<file path="config.mk">
export PLATFORM = sky130hd
export DESIGN_NAME = memory_access_flat
export DESIGN_NICKNAME = d
export VERILOG_FILES = /design/src/rtl/memory_access_pkg.sv /design/src/rtl/memory_access_if.sv /design/src/rtl/load_store_align.sv /design/src/rtl/memory_access.sv /design/src/flat_wrapper.sv
export SDC_FILE = /design/constraint.sdc
export NUM_CORES = 1
export LEC_CHECK = 0
export BUFFER_PORTS_ARGS = -buffer_cell sky130_fd_sc_hd__buf_2
export CORE_AREA = 2 2 163 165
export DETAILED_ROUTE_END_ITERATION = 8
export DIE_AREA = 0 0 165 167
export GPL_TIMING_DRIVEN = 0
export PLACE_DENSITY = 0.76
export SYNTH_ARGS = -nofsm -noshare
export SYNTH_HDL_FRONTEND = slang
export SYNTH_HIERARCHICAL = 1
export SYNTH_SLANG_ARGS = --single-unit
</file>
<file path="constraint.sdc">
create_clock -name clk -period 26.8 [get_ports clk]
set_input_delay 6.7 -clock clk [delete_from_list [all_inputs] [get_ports clk]]
set_output_delay 6.7 -clock clk [all_outputs]
set_load 0.005 [all_outputs]
</file>
<file path="src/rtl/memory_access_pkg.sv">
// Shared constants for the memory-access stage: write-back selects, RV32 load/store
// funct3 encodings and the stage FSM state encoding.
package memory_access_pkg;

    localparam logic [1:0] WB_ALU_OUT  = 2'd0;
    localparam logic [1:0] WB_MEM_DATA = 2'd1;
    localparam logic [1:0] WB_IMM      = 2'd2;
    localparam logic [1:0] WB_PC_NEXT  = 2'd3;

    localparam logic [2:0] MEM_LB  = 3'b000;
    localparam logic [2:0] MEM_LH  = 3'b001;
    localparam logic [2:0] MEM_LW  = 3'b010;
    localparam logic [2:0] MEM_LBU = 3'b100;
    localparam logic [2:0] MEM_LHU = 3'b101;
    localparam logic [2:0] MEM_SB  = 3'b000;
    localparam logic [2:0] MEM_SH  = 3'b001;
    localparam logic [2:0] MEM_SW  = 3'b010;

    typedef enum logic {
        IDLE = 1'b0,
        BUSY = 1'b1
    } state_t;

    function automatic logic op_is_invalid(input logic [2:0] op);
        return (op == 3'b011) || (op == 3'b110) || (op == 3'b111);
    endfunction

    function automatic logic is_misaligned(input logic [2:0] op, input logic [1:0] addr_lo);
        logic half_access;
        half_access = (op == MEM_LH) || (op == MEM_LHU);
        return (half_access && addr_lo[0]) || ((op == MEM_LW) && (addr_lo != 2'b00));
    endfunction

endpackage

</file>
<file path="src/rtl/memory_access_if.sv">
// Data-memory bus. Handshake: the stage holds dmem_req and all request fields stable
// until it samples dmem_ready=1 on a rising edge; that edge completes the transfer.
interface memory_access_if;
    logic        dmem_req;
    logic        dmem_we;
    logic [31:0] dmem_addr;
    logic [31:0] dmem_wdata;
    logic [3:0]  dmem_be;
    logic        dmem_ready;
    logic [31:0] dmem_rdata;

    modport master (
        output dmem_req, dmem_we, dmem_addr, dmem_wdata, dmem_be,
        input  dmem_ready, dmem_rdata
    );

    modport slave (
        input  dmem_req, dmem_we, dmem_addr, dmem_wdata, dmem_be,
        output dmem_ready, dmem_rdata
    );
endinterface

</file>
<file path="src/rtl/load_store_align.sv">
// Byte-lane steering: store byte enables and data replication, load lane select and
// sign/zero extension. Purely combinational.
module load_store_align
    import memory_access_pkg::*;
(
    input  logic [2:0]  op,
    input  logic [1:0]  addr_lo,
    input  logic        is_store,
    input  logic [31:0] store_data,
    input  logic [31:0] rdata,
    output logic [3:0]  be,
    output logic [31:0] wdata,
    output logic [31:0] load_data
);

    logic [31:0] shifted;
    logic [7:0]  byte_v;
    logic [15:0] half_v;

    always_comb begin
        shifted   = rdata >> {addr_lo, 3'b000};
        byte_v    = shifted[7:0];
        half_v    = addr_lo[1] ? rdata[31:16] : rdata[15:0];
        be        = 4'b1111;
        wdata     = store_data;
        load_data = rdata;
        // Halfword lanes key off addr[1] only; addr[0] is don't-care here.
        case (op[1:0])
            2'b00: begin
                if (is_store) be = 4'b0001 << addr_lo;
                wdata     = {4{store_data[7:0]}};
                load_data = op[2] ? {24'b0, byte_v} : {{24{byte_v[7]}}, byte_v};
            end
            2'b01: begin
                if (is_store) be = addr_lo[1] ? 4'b1100 : 4'b0011;
                wdata     = {2{store_data[15:0]}};
                load_data = op[2] ? {16'b0, half_v} : {{16{half_v[15]}}, half_v};
            end
            default: ;
        endcase
    end

endmodule

</file>
<file path="src/rtl/memory_access.sv">
// Memory-access pipeline stage with IDLE/BUSY request FSM; state_dbg exposes the FSM.
// Optional MEM_MISALIGN_TRAP_EN traps misaligned halfword/word accesses without a bus request.
module memory_access
    import memory_access_pkg::*;
(
    input  logic        clk,
    input  logic        rst,
    input  logic        valid_in,
    input  logic        mem_re,
    input  logic        mem_we,
    input  logic [2:0]  mem_op,
    input  logic [31:0] alu_result,
    input  logic [31:0] rs2_data,
    input  logic [31:0] immediate,
    input  logic [31:0] pc_next,
    input  logic [1:0]  wb_sel,
    input  logic [4:0]  rd_in,
    input  logic        reg_we_in,
    output logic        stall,
    memory_access_if.master dmem,
    output logic        valid_out,
    output logic [1:0]  wb_sel_out,
    output logic [31:0] alu_result_out,
    output logic [31:0] immediate_out,
    output logic [31:0] mem_data,
    output logic [31:0] pc_next_out,
    output logic [4:0]  rd_out,
    output logic        reg_we_out,
    output logic        misaligned_out,
    output state_t      state_dbg
);

    state_t      state_q, state_d;
    logic [31:0] lat_addr_q, lat_addr_d, lat_sdata_q, lat_sdata_d;
    logic [31:0] lat_imm_q, lat_imm_d, lat_pc_q, lat_pc_d;
    logic [2:0]  lat_op_q, lat_op_d;
    logic [1:0]  lat_wb_sel_q, lat_wb_sel_d;
    logic [4:0]  lat_rd_q, lat_rd_d;
    logic        lat_store_q, lat_store_d, lat_reg_we_q, lat_reg_we_d;

    logic        valid_out_q, valid_out_d, reg_we_out_q, reg_we_out_d;
    logic        misaligned_q, misaligned_d;
    logic [1:0]  wb_sel_out_q, wb_sel_out_d;
    logic [31:0] alu_result_out_q, alu_result_out_d, immediate_out_q, immediate_out_d;
    logic [31:0] mem_data_q, mem_data_d, pc_next_out_q, pc_next_out_d;
    logic [4:0]  rd_out_q, rd_out_d;

    logic        is_mem, misalign, trap, busy;
    logic [3:0]  align_be;
    logic [31:0] align_wdata, load_data;

    assign is_mem = mem_re | mem_we;
`ifdef MEM_MISALIGN_TRAP_EN
    assign misalign = is_mem && is_misaligned(mem_op, alu_result[1:0]);
`else
    assign misalign = 1'b0;
`endif
    assign trap = is_mem && (op_is_invalid(mem_op) || misalign);
    assign busy = (state_q == BUSY);

    load_store_align u_align (
        .op         (lat_op_q),
        .addr_lo    (lat_addr_q[1:0]),
        .is_store   (lat_store_q),
        .store_data (lat_sdata_q),
        .rdata      (dmem.dmem_rdata),
        .be         (align_be),
        .wdata      (align_wdata),
        .load_data  (load_data)
    );

    always_comb begin
        state_d          = state_q;
        lat_addr_d       = lat_addr_q;
        lat_sdata_d      = lat_sdata_q;
        lat_imm_d        = lat_imm_q;
        lat_pc_d         = lat_pc_q;
        lat_op_d         = lat_op_q;
        lat_wb_sel_d     = lat_wb_sel_q;
        lat_rd_d         = lat_rd_q;
        lat_store_d      = lat_store_q;
        lat_reg_we_d     = lat_reg_we_q;
        valid_out_d      = 1'b0;
        wb_sel_out_d     = wb_sel_out_q;
        alu_result_out_d = alu_result_out_q;
        immediate_out_d  = immediate_out_q;
        mem_data_d       = mem_data_q;
        pc_next_out_d    = pc_next_out_q;
        rd_out_d         = rd_out_q;
        reg_we_out_d     = reg_we_out_q;
        misaligned_d     = misaligned_q;
        case (state_q)
            IDLE: begin
                if (valid_in) begin
                    if (is_mem && !trap) begin
                        state_d      = BUSY;
                        lat_addr_d   = alu_result;
                        lat_sdata_d  = rs2_data;
                        lat_imm_d    = immediate;
                        lat_pc_d     = pc_next;
                        lat_op_d     = mem_op;
                        lat_wb_sel_d = wb_sel;
                        lat_rd_d     = rd_in;
                        lat_store_d  = mem_we;
                        lat_reg_we_d = reg_we_in;
                    end else begin
                        valid_out_d      = 1'b1;
                        wb_sel_out_d     = wb_sel;
                        alu_result_out_d = alu_result;
                        immediate_out_d  = immediate;
                        pc_next_out_d    = pc_next;
                        rd_out_d         = rd_in;
                        reg_we_out_d     = reg_we_in & ~trap;
                        mem_data_d       = '0;
                        misaligned_d     = misalign;
                    end
                end
            end
            BUSY: begin
                // Read data is only ever sampled on the completing edge.
                if (dmem.dmem_ready) begin
                    state_d          = IDLE;
                    valid_out_d      = 1'b1;
                    wb_sel_out_d     = lat_wb_sel_q;
                    alu_result_out_d = lat_addr_q;
                    immediate_out_d  = lat_imm_q;
                    pc_next_out_d    = lat_pc_q;
                    rd_out_d         = lat_rd_q;
                    reg_we_out_d     = lat_reg_we_q;
                    mem_data_d       = lat_store_q ? '0 : load_data;
                    misaligned_d     = 1'b0;
                end
            end
            default: state_d = IDLE;
        endcase
    end

    always_ff @(posedge clk or posedge rst) begin
        if (rst) begin
            state_q          <= IDLE;
            lat_addr_q       <= '0;
            lat_sdata_q      <= '0;
            lat_imm_q        <= '0;
            lat_pc_q         <= '0;
            lat_op_q         <= '0;
            lat_wb_sel_q     <= '0;
            lat_rd_q         <= '0;
            lat_store_q      <= 1'b0;
            lat_reg_we_q     <= 1'b0;
            valid_out_q      <= 1'b0;
            wb_sel_out_q     <= '0;
            alu_result_out_q <= '0;
            immediate_out_q  <= '0;
            mem_data_q       <= '0;
            pc_next_out_q    <= '0;
            rd_out_q         <= '0;
            reg_we_out_q     <= 1'b0;
            misaligned_q     <= 1'b0;
        end else begin
            state_q          <= state_d;
            lat_addr_q       <= lat_addr_d;
            lat_sdata_q      <= lat_sdata_d;
            lat_imm_q        <= lat_imm_d;
            lat_pc_q         <= lat_pc_d;
            lat_op_q         <= lat_op_d;
            lat_wb_sel_q     <= lat_wb_sel_d;
            lat_rd_q         <= lat_rd_d;
            lat_store_q      <= lat_store_d;
            lat_reg_we_q     <= lat_reg_we_d;
            valid_out_q      <= valid_out_d;
            wb_sel_out_q     <= wb_sel_out_d;
            alu_result_out_q <= alu_result_out_d;
            immediate_out_q  <= immediate_out_d;
            mem_data_q       <= mem_data_d;
            pc_next_out_q    <= pc_next_out_d;
            rd_out_q         <= rd_out_d;
            reg_we_out_q     <= reg_we_out_d;
            misaligned_q     <= misaligned_d;
        end
    end

    assign stall           = busy;
    assign state_dbg       = state_q;
    assign dmem.dmem_req   = busy;
    assign dmem.dmem_we    = busy & lat_store_q;
    assign dmem.dmem_addr  = busy ? {lat_addr_q[31:2], 2'b00} : '0;
    assign dmem.dmem_wdata = busy ? align_wdata : '0;
    assign dmem.dmem_be    = busy ? align_be : '0;

    assign valid_out      = valid_out_q;
    assign wb_sel_out     = wb_sel_out_q;
    assign alu_result_out = alu_result_out_q;
    assign immediate_out  = immediate_out_q;
    assign mem_data       = mem_data_q;
    assign pc_next_out    = pc_next_out_q;
    assign rd_out         = rd_out_q;
    assign reg_we_out     = reg_we_out_q;
    assign misaligned_out = misaligned_q;

endmodule

</file>
<file path="src/flat_wrapper.sv">
// flat-port wrapper written by rule: the top's interface ports become plain ports
module memory_access_flat import memory_access_pkg::*;
  (clk, rst, valid_in, mem_re, mem_we, mem_op, alu_result, rs2_data, immediate, pc_next, wb_sel, rd_in, reg_we_in, stall, valid_out, wb_sel_out, alu_result_out, immediate_out, mem_data, pc_next_out, rd_out, reg_we_out, misaligned_out, state_dbg, dmem_dmem_req, dmem_dmem_we, dmem_dmem_addr, dmem_dmem_wdata, dmem_dmem_be, dmem_dmem_ready, dmem_dmem_rdata);
  memory_access_if dmem_i ();
  input  logic clk;
  input  logic rst;
  input  logic valid_in;
  input  logic mem_re;
  input  logic mem_we;
  input  logic [2:0] mem_op;
  input  logic [31:0] alu_result;
  input  logic [31:0] rs2_data;
  input  logic [31:0] immediate;
  input  logic [31:0] pc_next;
  input  logic [1:0] wb_sel;
  input  logic [4:0] rd_in;
  input  logic reg_we_in;
  output logic stall;
  output logic valid_out;
  output logic [1:0] wb_sel_out;
  output logic [31:0] alu_result_out;
  output logic [31:0] immediate_out;
  output logic [31:0] mem_data;
  output logic [31:0] pc_next_out;
  output logic [4:0] rd_out;
  output logic reg_we_out;
  output logic misaligned_out;
  output state_t state_dbg;
  output wire logic [$bits(dmem_i.dmem_req)-1:0] dmem_dmem_req;
  output wire logic [$bits(dmem_i.dmem_we)-1:0] dmem_dmem_we;
  output wire logic [$bits(dmem_i.dmem_addr)-1:0] dmem_dmem_addr;
  output wire logic [$bits(dmem_i.dmem_wdata)-1:0] dmem_dmem_wdata;
  output wire logic [$bits(dmem_i.dmem_be)-1:0] dmem_dmem_be;
  input wire logic [$bits(dmem_i.dmem_ready)-1:0] dmem_dmem_ready;
  input wire logic [$bits(dmem_i.dmem_rdata)-1:0] dmem_dmem_rdata;
  assign dmem_dmem_req = dmem_i.dmem_req;
  assign dmem_dmem_we = dmem_i.dmem_we;
  assign dmem_dmem_addr = dmem_i.dmem_addr;
  assign dmem_dmem_wdata = dmem_i.dmem_wdata;
  assign dmem_dmem_be = dmem_i.dmem_be;
  assign dmem_i.dmem_ready = dmem_dmem_ready;
  assign dmem_i.dmem_rdata = dmem_dmem_rdata;
  memory_access u_core (.clk(clk), .rst(rst), .valid_in(valid_in), .mem_re(mem_re), .mem_we(mem_we), .mem_op(mem_op), .alu_result(alu_result), .rs2_data(rs2_data), .immediate(immediate), .pc_next(pc_next), .wb_sel(wb_sel), .rd_in(rd_in), .reg_we_in(reg_we_in), .stall(stall), .dmem(dmem_i), .valid_out(valid_out), .wb_sel_out(wb_sel_out), .alu_result_out(alu_result_out), .immediate_out(immediate_out), .mem_data(mem_data), .pc_next_out(pc_next_out), .rd_out(rd_out), .reg_we_out(reg_we_out), .misaligned_out(misaligned_out), .state_dbg(state_dbg));
endmodule
</file>
==> results.sh, run 1 <==
export IMPL_outcome="finished clean"
export IMPL_max_cap_violations=0
export IMPL_p_comb_share_pct=30.4
export IMPL_clockRootBuffer="clkbuf_16"
export IMPL_fp_row_count=59
export IMPL_cts_hold_buf=0
export IMPL_rsz0062_at_grt="no"
export IMPL_synth_area_um2=13300
export IMPL_finClkSkew_ns=0.00681
export IMPL_hold_viol=0
export IMPL_overflow=0
export IMPL_drt_initial_drc_count=538
export IMPL_yosysTopAreaCell="dfrtp_1"
export IMPL_setup_tns_ns=0
export IMPL_clk_pin_slew_ns=0.06
export IMPL_synth_area_per_cell_um2=13.7
export IMPL_cp_max_fo=10
export IMPL_yosysWarnings=6
export IMPL_setup_viol=0
export IMPL_max_vdd_ir_drop_v=0.0000696
export IMPL_slew_headroom_pct=52.1
export IMPL_synth_cell_types=42
export IMPL_worst_slew_pin_slew_ns=0.719
export IMPL_cp_end_kind="primary output"
export IMPL_synth_async_reset_ratio_pct=100
export IMPL_clock_latency_ns=0.54
export IMPL_synth_edff_count=0
export IMPL_arrival_ns=3.03
export IMPL_syn_to_final_growth_pct=25.3
export IMPL_period_needed_ns=9.73
export IMPL_power_density_nw_per_um2=86.4
export IMPL_grt_total_usage_pct=25.7
export IMPL_core_area_um2=25800
export IMPL_pwr_share_clk_pct=27.1
export IMPL_postRouteAntennaNets=0
export IMPL_fillCellCount=1984
export IMPL_cts_resized_gates=0
export IMPL_setup_worst_path_start_class="flip-flop"
export IMPL_fin_area_um2=16600
export IMPL_start_util_pct=51.5
export IMPL_first_global_vias=9949
export IMPL_numCtsBuffers=29
export IMPL_pin_count=387
export IMPL_hpwl_um=26600
export IMPL_critPathKind="flip-flop to primary output"
export IMPL_grt_pass1_wl_um=55400
export IMPL_netSwitchingPower_uw=430
export IMPL_place_area_um2=15700
export IMPL_max_freq_mhz=103
export IMPL_fin_nets=1562
export IMPL_whs_ns=0.480
export IMPL_gp_congestion=0.891
export IMPL_die_h_um=167
export IMPL_avgViaCountPerCell=5.41
export IMPL_finalCritPeriodShare_pct=36.3
export IMPL_seq_power_share_pct=42.4
export IMPL_yosysSeqAreaShare_pct=52.4
export IMPL_synth_main_ff_cell="dfrtp_1"
export IMPL_synth_cells=967
export IMPL_min_path_type="flip-flop to flip-flop"
export IMPL_detail_route_first_pass_iterations=5
export IMPL_clock_sinks=278
export IMPL_cts_buffer_depth=3
export IMPL_power_internal_mw=1.01
export IMPL_routedWlPerCell_um=20.5
export IMPL_critPathRequiredTime_ns=20.10
export IMPL_port_buffer_count=383
export IMPL_p_sw_share_pct=30.0
export IMPL_synth_top_cells_by_area="dfrtp_1 (52%), mux2_2 (26%), mux2_1 (4.9%), and2_1 (3.2%), a22o_1 (2.1%)"
export IMPL_drive_above_1_share_pct=58.3
export IMPL_antenna_found_initial=8
export IMPL_yosys_register_bits=278
export IMPL_cts_setup_buffers=0
export IMPL_grt_start_max_net_pins=130
export IMPL_slew_violations=0
export IMPL_die_area_um2=27600
export IMPL_cts_tree="built"
export IMPL_cts_max_level=1
export IMPL_p_leak_nw=7.93
export IMPL_finish_utilization_pct=64.5
export IMPL_die_w_um=165
export IMPL_synth_top_area_share_pct=52.4
export IMPL_routed_wl_um=35900
export IMPL_route_detailed_drc=0
export IMPL_vias=9466
critical path: stages, from the launching register on:
cell	delay, ns
dfrtp_1	0.62
buf_2	0.41
buf_1	0.50
clkbuf_1	0.53
and2_1	0.28
buf_2	0.13
final timing paths:
path | from | end | slack, ns | cells past startpoint
worst max-delay path | u_core/dmem.dmem_req | dmem_dmem_be[0] | 17.07 | 5
worst min-delay path | u_core/alu_result_out[7] | u_core/alu_result_out[7] | 0.48 | 1
worst max register to register | u_core/dmem.dmem_req | u_core/lat_imm_q[25] | 24.32 | 5
worst min register to register | u_core/alu_result_out[7] | u_core/alu_result_out[7] | 0.48 | 1
max in group asynchronous | rst | u_core/alu_result_out[4] | 19.79 | 3
min in group asynchronous | rst | u_core/pc_next_out[13] | 6.10 | 2
per-stage QoR:
step	total power, mW	setup slack (ns)	std cells
finish	1.44	17.07	1749
global route	1.52	16.94	1747
CTS	1.45	17.01	1742
detailed placement	1.05	17.60	1689
global placement	1.04	9.32	1687
floorplan	0.871	12.43	969
cells in the final DEF, fill, tap and decap left out, types with 15 or more instances in the layout:
cell       count
a22o_1        32
mux2_1        58
dfrtp_1      278
nand2_1       34
o211ai_2      18
clkbuf_1      26
mux2i_1       15
and2_1        67
mux2_2       305
buf_4         21
buf_2        409
clkbuf_16     29
sequential cells by signal, indices dropped and copies added (netlist names), 2 cells and up:
register               count
u_core/alu_result_out     32
u_core/immediate_out      32
u_core/lat_addr_q         32
u_core/lat_imm_q          32
u_core/lat_op_q            3
u_core/lat_pc_q           32
u_core/lat_rd_q            5
u_core/lat_sdata_q        32
u_core/lat_wb_sel_q        2
u_core/mem_data           32
u_core/pc_next_out        32
u_core/rd_out              5
u_core/wb_sel_out          2
power groups by stage:
| stage | Clock (mW) | Sequential, mW | Combinational, mW |
|---|---|---|---|
| floorplan | 0 | 0.607 | 0.264 |
| global placement | 0 | 0.609 | 0.427 |
| detailed placement | 0 | 0.615 | 0.439 |
| CTS | 0.397 | 0.609 | 0.440 |
| global route | 0.416 | 0.624 | 0.475 |
| finish | 0.389 | 0.609 | 0.437 |
synth_stat cells (2+ instances only):
cell       number
mux2_2        305
dfrtp_1       278
and2_1         67
mux2_1         58
nand2_1        34
a22o_1         32
buf_2          26
buf_4          21
clkbuf_1       19
o211ai_2       18
mux2i_1        15
o21ai_0        12
buf_1          11
nor2_1         10
a22oi_1         8
a221o_1         7
inv_1           5
o221ai_1        5
buf_6           4
nor2b_1         4
a2111oi_0       2
a21boi_0        2
clkbuf_2        2
mux2_4          2
nand3_1         2
o221ai_2        2
logic make-up (layout without fill, tap and decap cells):
group / after synthesis / in the layout / share of synthesized area (%)
and+or+nand+nor: 125 / 125 / 5.18
AOI/OAI and AO/OA: 94 / 94 / 6.59
buffers and inverters: 89 / 527 / 3.60
DFF: 278 / 278 / 52.4
other: 1 / 10 / 0.0283
muxes: 380 / 380 / 32.2
cell type report:
cell class,instances,area (µm²),area share [%]
sequential,278,6960,41.8
multi-input combinational,602,5840,35.1
tap,335,419,2.52
buffer,83,455,2.74
inverter,6,30.0,0.181
timing repair buffer,385,1970,11.9
clock inverter,7,42.5,0.256
clock buffer,46,890,5.35
antenna,7,17.5,0.105
per-layer routing:
layer	global-route usage (%)	wire (µm)	vias to the layer above
li1	-	-	4313
met1	31.9	14200	4710
met2	43.3	17600	362
met3	7.12	3030	79
met4	8.13	1120	2
met5	0	16	-
Power figures use the tool's default switching activity.
==> inputs of run 2 (changes only) <==
--- a/config.mk
+++ b/config.mk
@@ -5,12 +5,13 @@
 export SDC_FILE = /design/constraint.sdc
 export NUM_CORES = 1
 export LEC_CHECK = 0
+export ABC_AREA = 1
 export BUFFER_PORTS_ARGS = -buffer_cell sky130_fd_sc_hd__buf_2
-export CORE_AREA = 2 2 163 165
+export CORE_AREA = 2 2 172 174
 export DETAILED_ROUTE_END_ITERATION = 8
-export DIE_AREA = 0 0 165 167
+export DIE_AREA = 0 0 174 176
 export GPL_TIMING_DRIVEN = 0
-export PLACE_DENSITY = 0.76
+export PLACE_DENSITY = 0.74
 export SYNTH_ARGS = -nofsm -noshare
 export SYNTH_HDL_FRONTEND = slang
 export SYNTH_HIERARCHICAL = 1
==> constraint.sdc (replaced) <==
create_clock -name clk -period 8.4 [get_ports clk]
set_input_delay 2.1 -clock clk [delete_from_list [all_inputs] [get_ports clk]]
set_output_delay 2.1 -clock clk [all_outputs]
set_load 0.005 [all_outputs]
==> run 2 against run 1 <==
  * Utilization fell by 4.3 points
  * Sequential power increased to 3.1 times the previous value
  * Synthesized area is 2.5% higher
  * Count of clock-buffer cells in the layout decreased by 7
  * Cell count up 51%
  * Power grew to 3.1 times the previous value
  * Cell area rose by 3.5%
  * Die area increased by 11%
  * Via count increased by 45%
  * Global-route usage increased by 4.0 points
  * Worst setup slack lost 13 ns
  * Worst hold slack gained 0.0014 ns
  * Critical endpoint unchanged
  * Largest cell class unchanged
  * Largest power group unchanged
==> results.sh, run 2 <==
export IMPL_outcome="finished clean"
export IMPL_yosys_register_bits=278
export IMPL_final_common_cell="nand2_1"
export IMPL_grt_pass1_wl_um=71800
export IMPL_clock_sinks=278
export IMPL_clock_latency_ns=0.57
export IMPL_cp_max_fo=10
export IMPL_grt_start_max_net_pins=43
export IMPL_finClkSkew_ns=0.0181
export IMPL_maxUsedRoutingLayer="met5"
export IMPL_yosysTopAreaCell="dfrtp_1"
export IMPL_clockRootBuffer="clkbuf_16"
export IMPL_critPathRequiredTime_ns=6.30
export IMPL_routedWlPerCell_um=17.5
export IMPL_drive_above_1_share_pct=23.8
export IMPL_synth_top_cells_by_area="dfrtp_1 (51%), nand2_1 (18%), nand3_1 (6.5%), inv_1 (6.2%), o21ai_0 (5.9%)"
export IMPL_gp_congestion=0.945
export IMPL_yosysWarnings=6
export IMPL_synth_cell_types=25
export IMPL_setup_viol=0
export IMPL_synth_async_reset_ratio_pct=100
export IMPL_rsz0062_at_grt="no"
export IMPL_port_buffer_count=382
export IMPL_min_path_type="flip-flop to flip-flop"
export IMPL_rr_startpoint="u_core/dmem.dmem_req"
export IMPL_die_area_um2=30600
export IMPL_arrival_ns=2.71
export IMPL_setup_tns_ns=0
export IMPL_synth_area_per_cell_um2=7.57
export IMPL_cts_hold_buf=0
export IMPL_p_leak_nw=10.2
export IMPL_cts_max_level=1
export IMPL_start_util_pct=47.6
export IMPL_numCtsBuffers=30
export IMPL_antenna_found_initial=15
export IMPL_critPathKind="flip-flop to primary output"
export IMPL_drt_initial_drc_count=1315
export IMPL_period_needed_ns=4.81
export IMPL_slowest_stage="clkbuf_1"
export IMPL_slew_headroom_pct=51.0
export IMPL_clk_pin_slew_ns=0.06
export IMPL_wl_met2_um=21900
export IMPL_power_density_nw_per_um2=262
export IMPL_finish_utilization_pct=60.2
export IMPL_cts_resized_gates=0
export IMPL_crit_start="u_core/dmem.dmem_req"
export IMPL_worst_slew_pin_slew_ns=0.735
export IMPL_route_detailed_drc=0
export IMPL_die_h_um=176
export IMPL_setup_worst_path_start_class="flip-flop"
export IMPL_postRouteAntennaNets=0
export IMPL_vias=13700
export IMPL_overflow=0
export IMPL_routed_wl_um=46200
export IMPL_wl_met3_um=3880
export IMPL_grt_total_usage_pct=29.7
export IMPL_fin_nets=2397
export IMPL_fillCellCount=2657
export IMPL_hold_viol=0
export IMPL_final_cell_count_no_fill=2640
export IMPL_yosysSeqAreaShare_pct=51.1
export IMPL_synth_cells=1796
export IMPL_slew_violations=0
export IMPL_pin_count=387
export IMPL_synth_common_cells="nand2_1 (668), dfrtp_1 (278), inv_1 (224)"
export IMPL_max_vdd_ir_drop_v=0.000130
export IMPL_max_cap_violations=0
export IMPL_die_w_um=174
export IMPL_detail_route_first_pass_iterations=5
export IMPL_synth_edff_count=0
export IMPL_min_from="u_core/lat_addr_q[15]"
export IMPL_synth_main_ff_cell="dfrtp_1"
export IMPL_synth_area_um2=13600
export IMPL_cts_tree="built"
export IMPL_avgViaCountPerCell=5.20
export IMPL_crit_path_cell_trace="buf_6 > buf_6 > clkbuf_1 > buf_2 > nand2_1 > inv_1 > buf_2"
export IMPL_cts_buffer_depth=3
export IMPL_cp_end_kind="primary output"
export IMPL_fp_row_count=62
export IMPL_whs_ns=0.481
export IMPL_wl_met1_um=18600
export IMPL_core_area_um2=28500
export IMPL_syn_to_final_growth_pct=26.4
export IMPL_cts_setup_buffers=0
export IMPL_dpl_cell_count=2572
export IMPL_yosysMostFrequentCell="nand2_1"
export IMPL_final_cell_mix="nand2_1 (668), buf_2 (429), dfrtp_1 (278)"
export IMPL_finalCritPeriodShare_pct=57.3
export IMPL_max_stage_delay_ns=0.58
export IMPL_hpwl_um=34700
export IMPL_synth_top_area_share_pct=51.1
export IMPL_first_global_vias=13300
export IMPL_max_freq_mhz=208
==> run 2: cell type report <==
| class | count | area [µm²] | share of cell area, % |
|---|---|---|---|
| buffer | 134 | 716 | 4.16 |
| clock inverter | 16 | 155 | 0.902 |
| clock buffer | 39 | 845 | 4.91 |
| timing repair buffer | 390 | 2070 | 12.0 |
| tap | 384 | 480 | 2.79 |
| inverter | 227 | 856 | 4.98 |
| antenna | 13 | 32.5 | 0.189 |
| sequential | 278 | 6960 | 40.5 |
| multi-input combinational | 1159 | 5080 | 29.6 |
==> run 2: kinds of logic after synthesis <==
kind of cell | Yosys count | share of synthesized area (%)
DFF | 278 | 51.1
buffers and inverters | 361 | 11.5
other | 1 | 0.0276
AOI/OAI and AO/OA | 264 | 9.90
and+or+nand+nor | 892 | 27.4
==> run 2: worst paths after layout <==
path / to / slack, ns / cells past startpoint
worst min register to register: u_core/lat_addr_q[15] / 0.48 / 2
min in group asynchronous: u_core/lat_sdata_q[10] / 1.40 / 2
worst min-delay path: u_core/lat_addr_q[15] / 0.48 / 2
worst max register to register: u_core/mem_data[15] / 6.31 / 8
worst max-delay path: dmem_dmem_be[0] / 3.59 / 7
max in group asynchronous: u_core/lat_addr_q[9] / 6.03 / 5
==> run 2: critical path, delay by kind of cell (launching register included) <==
kind / cells / cell delay [ns]
flip-flops: 1 / 0.45
buffers and inverters: 6 / 1.52
AND/OR/NAND/NOR: 1 / 0.17
==> run 2: metal layers <==
metal | global-route usage [%] | vias to the layer above
met5 | 0 | -
met4 | 11.9 | 4
met3 | 5.38 | 92
li1 | - | 6484
met1 | 39.1 | 6509
met2 | 49.0 | 652
==> run 2: report_power, final <==
part | internal, mW | total, mW | switching [mW]
clock | 0.770 | 1.33 | 0.557
sequential | 1.68 | 1.88 | 0.206
combinational | 0.510 | 1.29 | 0.785
total | 2.96 | 4.50 | 1.55
==> run 2: metrics by stage <==
step	total power, mW	cell area (µm²)	setup slack (ns)
after floorplan	2.61	13600	2.62
after global placement	3.14	16000	0.943
after detailed placement	3.18	16200	4.16
after CTS	4.52	17200	3.54
after global routing	4.78	17200	3.49
final	4.50	17200	3.59
